--- config.mk ---
export PLATFORM = sky130hd
export DESIGN_NAME = wb_stage
export DESIGN_NICKNAME = d
export VERILOG_FILES = /design/src/rtl/riscv_pkg.sv /design/src/rtl/load_fmt.sv /design/src/rtl/wb_stage.sv
export SDC_FILE = /design/constraint.sdc
export NUM_CORES = 1
export LEC_CHECK = 0
export ABC_AREA = 1
export CAP_MARGIN = 15
export CORE_AREA = 2 2 103 105
export CTS_CLUSTER_DIAMETER = 100
export CTS_CLUSTER_SIZE = 12
export DETAILED_ROUTE_END_ITERATION = 7
export DIE_AREA = 0 0 105 107
export PLACE_DENSITY = 0.81
export SETUP_SLACK_MARGIN = 0.15
export SLEW_MARGIN = 10
export SYNTH_ARGS = -nofsm -noshare
export SYNTH_HDL_FRONTEND = slang
export SYNTH_SLANG_ARGS = --single-unit
--- constraint.sdc ---
create_clock -name clk -period 2.4 [get_ports clk]
set_input_delay 0.36 -clock clk [delete_from_list [all_inputs] [get_ports clk]]
set_output_delay 0.36 -clock clk [all_outputs]
set_load 0.005 [all_outputs]
--- src/rtl/riscv_pkg.sv ---
// Shared tiny-riscv types: load funct3 encodings, load queue entry and
// a register-number decode helper.
package riscv_pkg;

  localparam logic [2:0] F3_LB  = 3'b000;
  localparam logic [2:0] F3_LH  = 3'b001;
  localparam logic [2:0] F3_LW  = 3'b010;
  localparam logic [2:0] F3_LBU = 3'b100;
  localparam logic [2:0] F3_LHU = 3'b101;

  typedef struct packed {
    logic [4:0] rd;
    logic [2:0] funct3;
    logic [1:0] addr_lo;
  } ld_entry_t;

  function automatic logic [31:0] rd_onehot(input logic [4:0] rd);
    return 32'd1 << rd;
  endfunction

endpackage

--- src/rtl/load_fmt.sv ---
// Load data formatter: selects the addressed byte/half lane of a word-aligned
// read and sign- or zero-extends it according to funct3.
module load_fmt
  import riscv_pkg::*;
(
  input  logic [31:0] mem_rdata,
  input  logic [2:0]  funct3,
  input  logic [1:0]  addr_lo,
  output logic [31:0] data
);

  logic [31:0] shifted_s;

  // Lane select, then extend; misaligned halves/words use the shifted value as-is
  always_comb begin
    shifted_s = mem_rdata >> {addr_lo, 3'b000};
    case (funct3)
      F3_LB:   data = {{24{shifted_s[7]}}, shifted_s[7:0]};
      F3_LH:   data = {{16{shifted_s[15]}}, shifted_s[15:0]};
      F3_LW:   data = shifted_s;
      F3_LBU:  data = {24'd0, shifted_s[7:0]};
      F3_LHU:  data = {16'd0, shifted_s[15:0]};
      default: data = shifted_s;
    endcase
  end

endmodule

--- src/rtl/wb_stage.sv ---
// Writeback stage: merges execute results with in-order load responses, drives
// the register file write port and exports a pending-destination mask.
module wb_stage
  import riscv_pkg::*;
#(
  parameter int LD_DEPTH = 2
) (
  input  logic        clk,
  input  logic        rst,
  input  logic        ex_valid,
  output logic        ex_ready,
  input  logic        ex_we,
  input  logic [4:0]  ex_rd,
  input  logic [31:0] ex_data,
  input  logic        ld_issue,
  output logic        ld_issue_ready,
  input  logic [4:0]  ld_rd,
  input  logic [2:0]  ld_funct3,
  input  logic [1:0]  ld_addr_lo,
  input  logic        mem_rvalid,
  input  logic [31:0] mem_rdata,
  output logic        we,
  output logic [4:0]  rd_addr,
  output logic [31:0] rd_data,
  output logic [31:0] pend_mask
);

  localparam int PW = (LD_DEPTH > 1) ? $clog2(LD_DEPTH) : 1;
  localparam int CW = $clog2(LD_DEPTH + 1);

  ld_entry_t           q_r [LD_DEPTH];
  logic [LD_DEPTH-1:0] vld_r;
  logic [PW-1:0]       wptr_r;
  logic [PW-1:0]       rptr_r;
  logic [CW-1:0]       cnt_r;

  logic                full_s;
  logic                empty_s;
  logic                push_s;
  logic                pop_s;
  ld_entry_t           head_s;
  logic [31:0]         fmt_s;
  logic [31:0]         mask_s;

  function automatic logic [PW-1:0] next_ptr(input logic [PW-1:0] p);
    if (p == PW'(LD_DEPTH - 1)) begin
      return {PW{1'b0}};
    end else begin
      return p + {{(PW-1){1'b0}}, 1'b1};
    end
  endfunction

  // Queue status and handshakes; a refused issue is simply not pushed
  always_comb begin
    full_s         = (cnt_r == CW'(LD_DEPTH));
    empty_s        = (cnt_r == {CW{1'b0}});
    push_s         = ld_issue && !full_s;
    pop_s          = mem_rvalid && !empty_s;
    head_s         = q_r[rptr_r];
    ld_issue_ready = !full_s;
    ex_ready       = !pop_s;
  end

  // Queue payload storage, written on push only
  always_ff @(posedge clk) begin
    if (push_s) begin
      q_r[wptr_r] <= '{rd: ld_rd, funct3: ld_funct3, addr_lo: ld_addr_lo};
    end
  end

  // Queue pointers, occupancy count and per-entry valid bits
  always_ff @(posedge clk) begin
    if (rst) begin
      wptr_r <= {PW{1'b0}};
      rptr_r <= {PW{1'b0}};
      cnt_r  <= {CW{1'b0}};
      vld_r  <= {LD_DEPTH{1'b0}};
    end else begin
      if (push_s) begin
        vld_r[wptr_r] <= 1'b1;
        wptr_r        <= next_ptr(wptr_r);
      end
      if (pop_s) begin
        vld_r[rptr_r] <= 1'b0;
        rptr_r        <= next_ptr(rptr_r);
      end
      case ({push_s, pop_s})
        2'b10:   cnt_r <= cnt_r + {{(CW-1){1'b0}}, 1'b1};
        2'b01:   cnt_r <= cnt_r - {{(CW-1){1'b0}}, 1'b1};
        default: cnt_r <= cnt_r;
      endcase
    end
  end

  load_fmt u_load_fmt (
    .mem_rdata (mem_rdata),
    .funct3    (head_s.funct3),
    .addr_lo   (head_s.addr_lo),
    .data      (fmt_s)
  );

  // Register file write port; load responses win over execute results
  always_ff @(posedge clk) begin
    if (rst) begin
      we      <= 1'b0;
      rd_addr <= 5'd0;
      rd_data <= 32'd0;
    end else if (pop_s) begin
      we      <= (head_s.rd != 5'd0);
      rd_addr <= head_s.rd;
      rd_data <= fmt_s;
    end else if (ex_valid) begin
      we      <= ex_we && (ex_rd != 5'd0);
      rd_addr <= ex_rd;
      rd_data <= ex_data;
    end else begin
      we      <= 1'b0;
    end
  end

  // Pending mask includes the write on the port, not yet visible in the regfile
  always_comb begin
    mask_s = 32'd0;
    for (int i = 0; i < LD_DEPTH; i++) begin
      mask_s = mask_s | (vld_r[i] ? rd_onehot(q_r[i].rd) : 32'd0);
    end
    mask_s    = mask_s | (we ? rd_onehot(rd_addr) : 32'd0);
    mask_s[0] = 1'b0;
    pend_mask = mask_s;
  end

endmodule

==> results of run 1 <==
-- cell type report --
| type | instances | area (sq um) |
|---|---|---|
| clock buffers | 10 | 149 |
| multi-input cells | 544 | 3120 |
| repair buffers | 204 | 1990 |
| clock inverters | 6 | 41.3 |
| inverters | 41 | 179 |
| flip-flops and latches | 65 | 1500 |
| well taps | 136 | 170 |
| fillers | 823 | 2940 |
-- layer usage --
layer | part of all wire (%) | wire, um
met3 | 7.9 | 1410
met2 | 49 | 8740
met5 | 0 | 0
met1 | 39 | 6900
met4 | 4.8 | 856
-- cell usage in the layout, fill, tap and decap left out, types with 3 or more instances in the layout --
cell type	instances
inv_2	3
or2_2	23
nor3_2	12
nand2_4	9
nand3_2	18
nor2_2	4
nor3_4	9
nand2_2	5
clkbuf_8	9
clkinvlp_4	3
edfxtp_1	20
nor2_1	36
nand4_1	5
buf_6	3
clkinv_4	3
o21ai_0	47
nor4_4	7
a21oi_2	10
buf_4	43
o211ai_1	7
nor3_1	5
nor4_1	3
nand2_1	189
inv_1	29
clkinv_2	8
a21oi_1	37
dfxtp_1	44
a31oi_1	4
dlymetal6s2s_1	16
nor4_2	10
clkdlybuf4s50_1	137
nand3_1	92
-- metrics by stage --
stage                     hold slack, ns  instances  worst slack [ns]  setup TNS [ns]
after floorplan                    0.459        689             0.686               0
after CTS                          0.481        991           -0.0445          -0.315
after global routing               0.500       1006            -0.242           -2.17
after detailed placement           0.469        966             0.216               0
final                              0.481       1006            -0.170           -1.24
after global placement             0.468        966             0.126               0
-- sequential cells by signal (all words and copies together) (netlist names), named ones only --
signal / flops
rd_data: 32
rptr_r: 1
q_r: 20
cnt_r: 2
rd_addr: 5
vld_r: 2
we: 1
wptr_r: 1
-- worst max-delay path: stages, from the launching register on --
cell and delay [ns]:
edfxtp_1 0.50, buf_4 0.18, buf_4 0.14, nor4_4 0.29
nand2_1 0.13, nand3_1 0.10, clkdlybuf4s50_1 0.51
-- worst min-delay path by stage --
stage / startpoint / end / slack [ns]
after floorplan: ld_addr_lo[0] / q_r[0][0]$_DFFE_PP_ / 0.46
after global placement: rd_data[10]$_SDFFE_PP0P_ / rd_data[10]$_SDFFE_PP0P_ / 0.47
after detailed placement: rd_data[14]$_SDFFE_PP0P_ / rd_data[14]$_SDFFE_PP0P_ / 0.47
after CTS: rd_data[14]$_SDFFE_PP0P_ / rd_data[14]$_SDFFE_PP0P_ / 0.48
after global routing: rd_data[14]$_SDFFE_PP0P_ / rd_data[14]$_SDFFE_PP0P_ / 0.50
final: rd_data[14]$_SDFFE_PP0P_ / rd_data[14]$_SDFFE_PP0P_ / 0.48
-- kinds of logic after synthesis --
logic type                 count (synthesis)  synth area share (%)
and+or+nand+nor                          432                  45.9
AOI/OAI and AO/OA                        109                  13.3
buffers and inverters                     80                  7.89
DFF                                       65                  32.4
muxes                                      1                 0.216
adders and majority gates                  1                 0.270
other                                      1                0.0810
-- power by group --
group          internal [mW]  total [mW]  switching [mW]
Clock                  0.437       0.893           0.456
Combinational          0.953        2.31            1.36
Sequential              1.33        1.45           0.119
-- what timing repair did --
item	4_1_cts	5_1_grt
endpoints found under the setup margin	31	47
resized for setup	49	42
buffers inserted	9	15
pin swaps	0	7
==> results.cfg, run 1 <==
[run_status]
status = finished with violations
violations = negative setup slack

[synthesis]
ys_seq_elements = 65
async_flop_share_pct = 0
synth_edf_count = 20
synth_flop_cell = dfxtp_1
synthTopCellsByCount = nand2_1, nand3_1, o21ai_0
synthMostInstantiatedCell = nand2_1
netlist_instances = 689
synth_top_area_share_pct = 19.5
netlist-cell-type-count = 37
synth_area_leaders = dfxtp_1, nand2_1, edfxtp_1, nand3_1, o21ai_0
yosysSeqAreaShare_pct = 32.4
syn_nets = 775
syn_avg_cell_area_sq_um = 6.72
syn_area_sq_mm = 0.00463
yosys_warnings = 0
synth_top_area_cell = dfxtp_1

[route]
drtIter0Drc = 384
drt-pass1-iter-count = 5
wirelength_um = 17900
viasPerCell = 5.63
ant_nets = 0
drc_errors = 0
vias = 5668
wl_per_cell_um = 17.8

[grt]
grt_usage_pct = 30.7
antenna_found_initial = 0
use_met3_pct = 6.57
overflow = 0
grt_pass1_vias = 5265
busiest_layer = met2
grt_use_met1_pct = 36.3
grt_max_degree = 49
grt_pass1_wl_um = 27000
use_met2_pct = 52.2

[pwr]
peakVddDrop_uv = 487
power.density_mw_per_mm2 = 650
leakagePower_nw = 3.15
power_mw = 4.65

[clock_network]
cts_made_buffers = 9
cts_buffer_depth = 2
htree_levels = 3
cts_sinks = 65
cts.clk_slew.worst_paths_ns = 0.08
ctsHoldBuffers = 0
clock_latency_ns = 0.35
cts_root_buffer = clkbuf_8
cts_tree = built

[floorplan]
rows = 37
core_sq_mm = 0.0101
die_w_um = 105
ios = 157
die-area_sq_mm = 0.0112
start_util_pct = 45.9
die_y_um = 107

[sta]
rsz0062_at_grt = true
hold_viol_final = 0
min_period_over_period_pct = 107
fin_crit_ns = 2.57
clock_skew_ns = 0.00788
finalSetupViolations = 11
drv_slew = 0
tightest_slew_ns = 0.593
max_slew_margin_pct = 60.4
finalWorstSetupSlack_ns = -0.170
fmax_ghz = 0.389

[worst_setup_path]
cp-start-kind = flop
startpoint = q_r[1][7]$_DFFE_PP_
crit_required_ns = 2.04
ff2ff_setup_slack_ns = 0.37
endpoint_kind = output pin
r2r_end = rd_data[11]$_SDFFE_PP0P_
ff2ff_path_depth = 10
cp_max_fo = 4
cp-endpoint = pend_mask[27]
path_class = flop to output pin
critical_path_arrival_ns = 2.21

[placed_design]
portBuffers = 155
place.gp.congestion = 0.982
hpwlAfterDp_um = 13400
placed_cell_area_sq_mm = 0.00637

[layout]
drive_above_1_share_pct = 21.8
area_growth_pct = 54.4
layout.nets = 951
post-route-util_pct = 70.9
n_antenna_cell = 0
fin_area_sq_mm = 0.00715

[worst_hold_path]
hold_depth = 2
hp-class = flop to flop

[run]
maxCapViolations = 0
(Power assumes the default switching activity.)
==> run 2: changes to the inputs <==
--- a/config.mk
+++ b/config.mk
@@ -13,6 +13,7 @@
 export DETAILED_ROUTE_END_ITERATION = 7
 export DIE_AREA = 0 0 105 107
 export PLACE_DENSITY = 0.81
+export REMOVE_ABC_BUFFERS = 1
 export SETUP_SLACK_MARGIN = 0.15
 export SLEW_MARGIN = 10
 export SYNTH_ARGS = -nofsm -noshare
==> run 2 against run 1 <==
  * The flow still finishes with violations (negative setup slack)
  * Global-route usage is 0.43 points lower
  * Count of clock-buffer cells in the layout stayed put
  * Via count is 1.5% lower
  * Power is 4.9% higher
  * Cell count hardly changed
  * Worst hold slack better by 0.0046 ns
  * Sequential power hardly changed
  * Critical path type unchanged
  * Largest cell class unchanged
==> results.cfg, run 2 (synthesis gave the netlist of run 1 again) <==
[worst_hold_path]
hold_depth = 2
hp-class = flop to flop

[layout]
mostFrequentLayoutCell = nand2_1
regMostFlops = rd_data
layout_common_cells = nand2_1, clkdlybuf4s50_1, nand3_1
drive_above_1_share_pct = 21.5
fin_area_sq_mm = 0.00717
num-fill-cells = 876
n_antenna_cell = 0
top_regs = rd_data x32, q_r x20, rd_addr x5
largest_reg_flops = 32
layout.nets = 952
area_growth_pct = 54.9
post-route-util_pct = 71.1

[route]
drt-pass1-iter-count = 5
wirelength_um = 17100
vias = 5585
wl_per_cell_um = 17.0
ant_nets = 0
drtIter0Drc = 361
drc_errors = 0
viasPerCell = 5.55

[floorplan]
die_y_um = 107
die-area_sq_mm = 0.0112
ios = 157
start_util_pct = 45.9
core_sq_mm = 0.0101
die_w_um = 105
rows = 37

[clock_network]
cts_buffer_depth = 2
cts_tree = built
htree_levels = 3
ctsHoldBuffers = 0
cts_sinks = 65
cts.clk_slew.worst_paths_ns = 0.08
cts_root_buffer = clkbuf_8
cts_made_buffers = 9
clock_latency_ns = 0.35

[pwr]
leakagePower_nw = 3.23
power.density_mw_per_mm2 = 680
peakVddDrop_uv = 453

[placed_design]
portBuffers = 155
placed_cell_area_sq_mm = 0.00640
hpwlAfterDp_um = 12800
place.gp.congestion = 0.969

[worst_setup_path]
cp-start-kind = flop
cp_top_family = buffers and inverters
cp_num_cells = 5
critical_path.slowest_cell = clkdlybuf4s50_1
cp_max_fo = 4
path_class = flop to output pin
cp.buffers_inverters = 2
slowest_delay_ns = 0.54
crit_chain = buf_4 > nor4_2 > nand2_1 > nand3_1 > clkdlybuf4s50_1
ff2ff_setup_slack_ns = 0.44
ff2ff_path_depth = 8
endpoint_kind = output pin
critical_path_arrival_ns = 2.12
crit_required_ns = 2.04

[grt]
antenna_found_initial = 0
grt_max_degree = 51
grt_pass1_wl_um = 27200
grt_usage_pct = 30.3
grt_pass1_vias = 5439
overflow = 0

[sta]
finalWorstSetupSlack_ns = -0.0766
finalSetupViolations = 4
rsz0062_at_grt = true
fin_crit_ns = 2.48
hold_viol_final = 0
drv_slew = 0
min_period_over_period_pct = 103
fmax_ghz = 0.404
clock_skew_ns = 0.0120

[run_status]
status = finished with violations
violations = negative setup slack

[run]
maxCapViolations = 0
## run 2: cell types whose count changed in the layout (fill, tap and decap cells not counted), sizes merged
| cell | previous run | this run |
|---|---|---|
| buf | 49 | 50 |
| dlygate4sd2 | 2 | 3 |
| clkdlybuf4s50 | 137 | 130 |
| inv | 33 | 38 |
| dlymetal6s2s | 16 | 19 |
| bufinv | 0 | 3 |
| clkinvlp | 3 | 2 |
| clkbuf | 10 | 13 |
| clkinv | 11 | 4 |
## run 2: per-layer routing
metal | track usage [%] | part of all wire [%] | vias up
met3 | 6.14 | 7.6 | 43
li1 | - | - | 2701
met2 | 50.3 | 48 | 269
met1 | 38.6 | 42 | 2572
met4 | 12.1 | 2.7 | 0
met5 | 0 | 0 | -
## run 2: worst paths after layout
check / startpoint / to
min: rd_data[10]$_SDFFE_PP0P_ / rd_data[10]$_SDFFE_PP0P_
min reg2reg: rd_data[10]$_SDFFE_PP0P_ / rd_data[10]$_SDFFE_PP0P_
max: q_r[1][5]$_DFFE_PP_ / pend_mask[12]
max reg2reg: flop / rd_data[14]$_SDFFE_PP0P_
## run 2: where the power goes
part / internal (mW) / switching (mW) / leakage [nW]
logic: 0.949 / 1.30 / 2.55
clock network: 0.696 / 0.470 / 0.117
registers: 1.33 / 0.137 / 0.561
total: 2.97 / 1.91 / 3.23
## run 2: area by class of cell
cell class	instances	area [sq um]	share of cell area, %
clock buffer	10	128	1.78
clock inverter	6	115	1.60
inverter	41	176	2.46
multi-input combinational	544	3090	43.1
sequential	65	1500	20.9
tap	136	170	2.37
timing repair buffer	205	1990	27.7
## run 2: through the flow
stage                     TNS [ns]  power (mW)  worst slack (ns)  hold slack [ns]  cells
final                       -0.205        4.88           -0.0766            0.486   1007
after global routing        -0.703        5.16            -0.150            0.518   1007
after CTS                  -0.0971        4.82           -0.0166            0.491    998
after detailed placement         0        3.57            0.0771            0.475    972
after global placement           0        3.52            0.0756            0.472    972
after floorplan             -40.34        2.63             -1.16            0.429    650
## run 2: what timing repair did
action / 4_1_cts / 5_1_grt
resized for setup: 48 / 53
buffers inserted: 10 / 9
pin swaps: 1 / 6
endpoints found under the setup margin: 33 / 28
## run 2: worst min-delay path: cells and delay by family, from the launching register on
kind            cells  cell delay, ns
flops               1            0.32
simple gates        1            0.06
compound gates      1            0.06
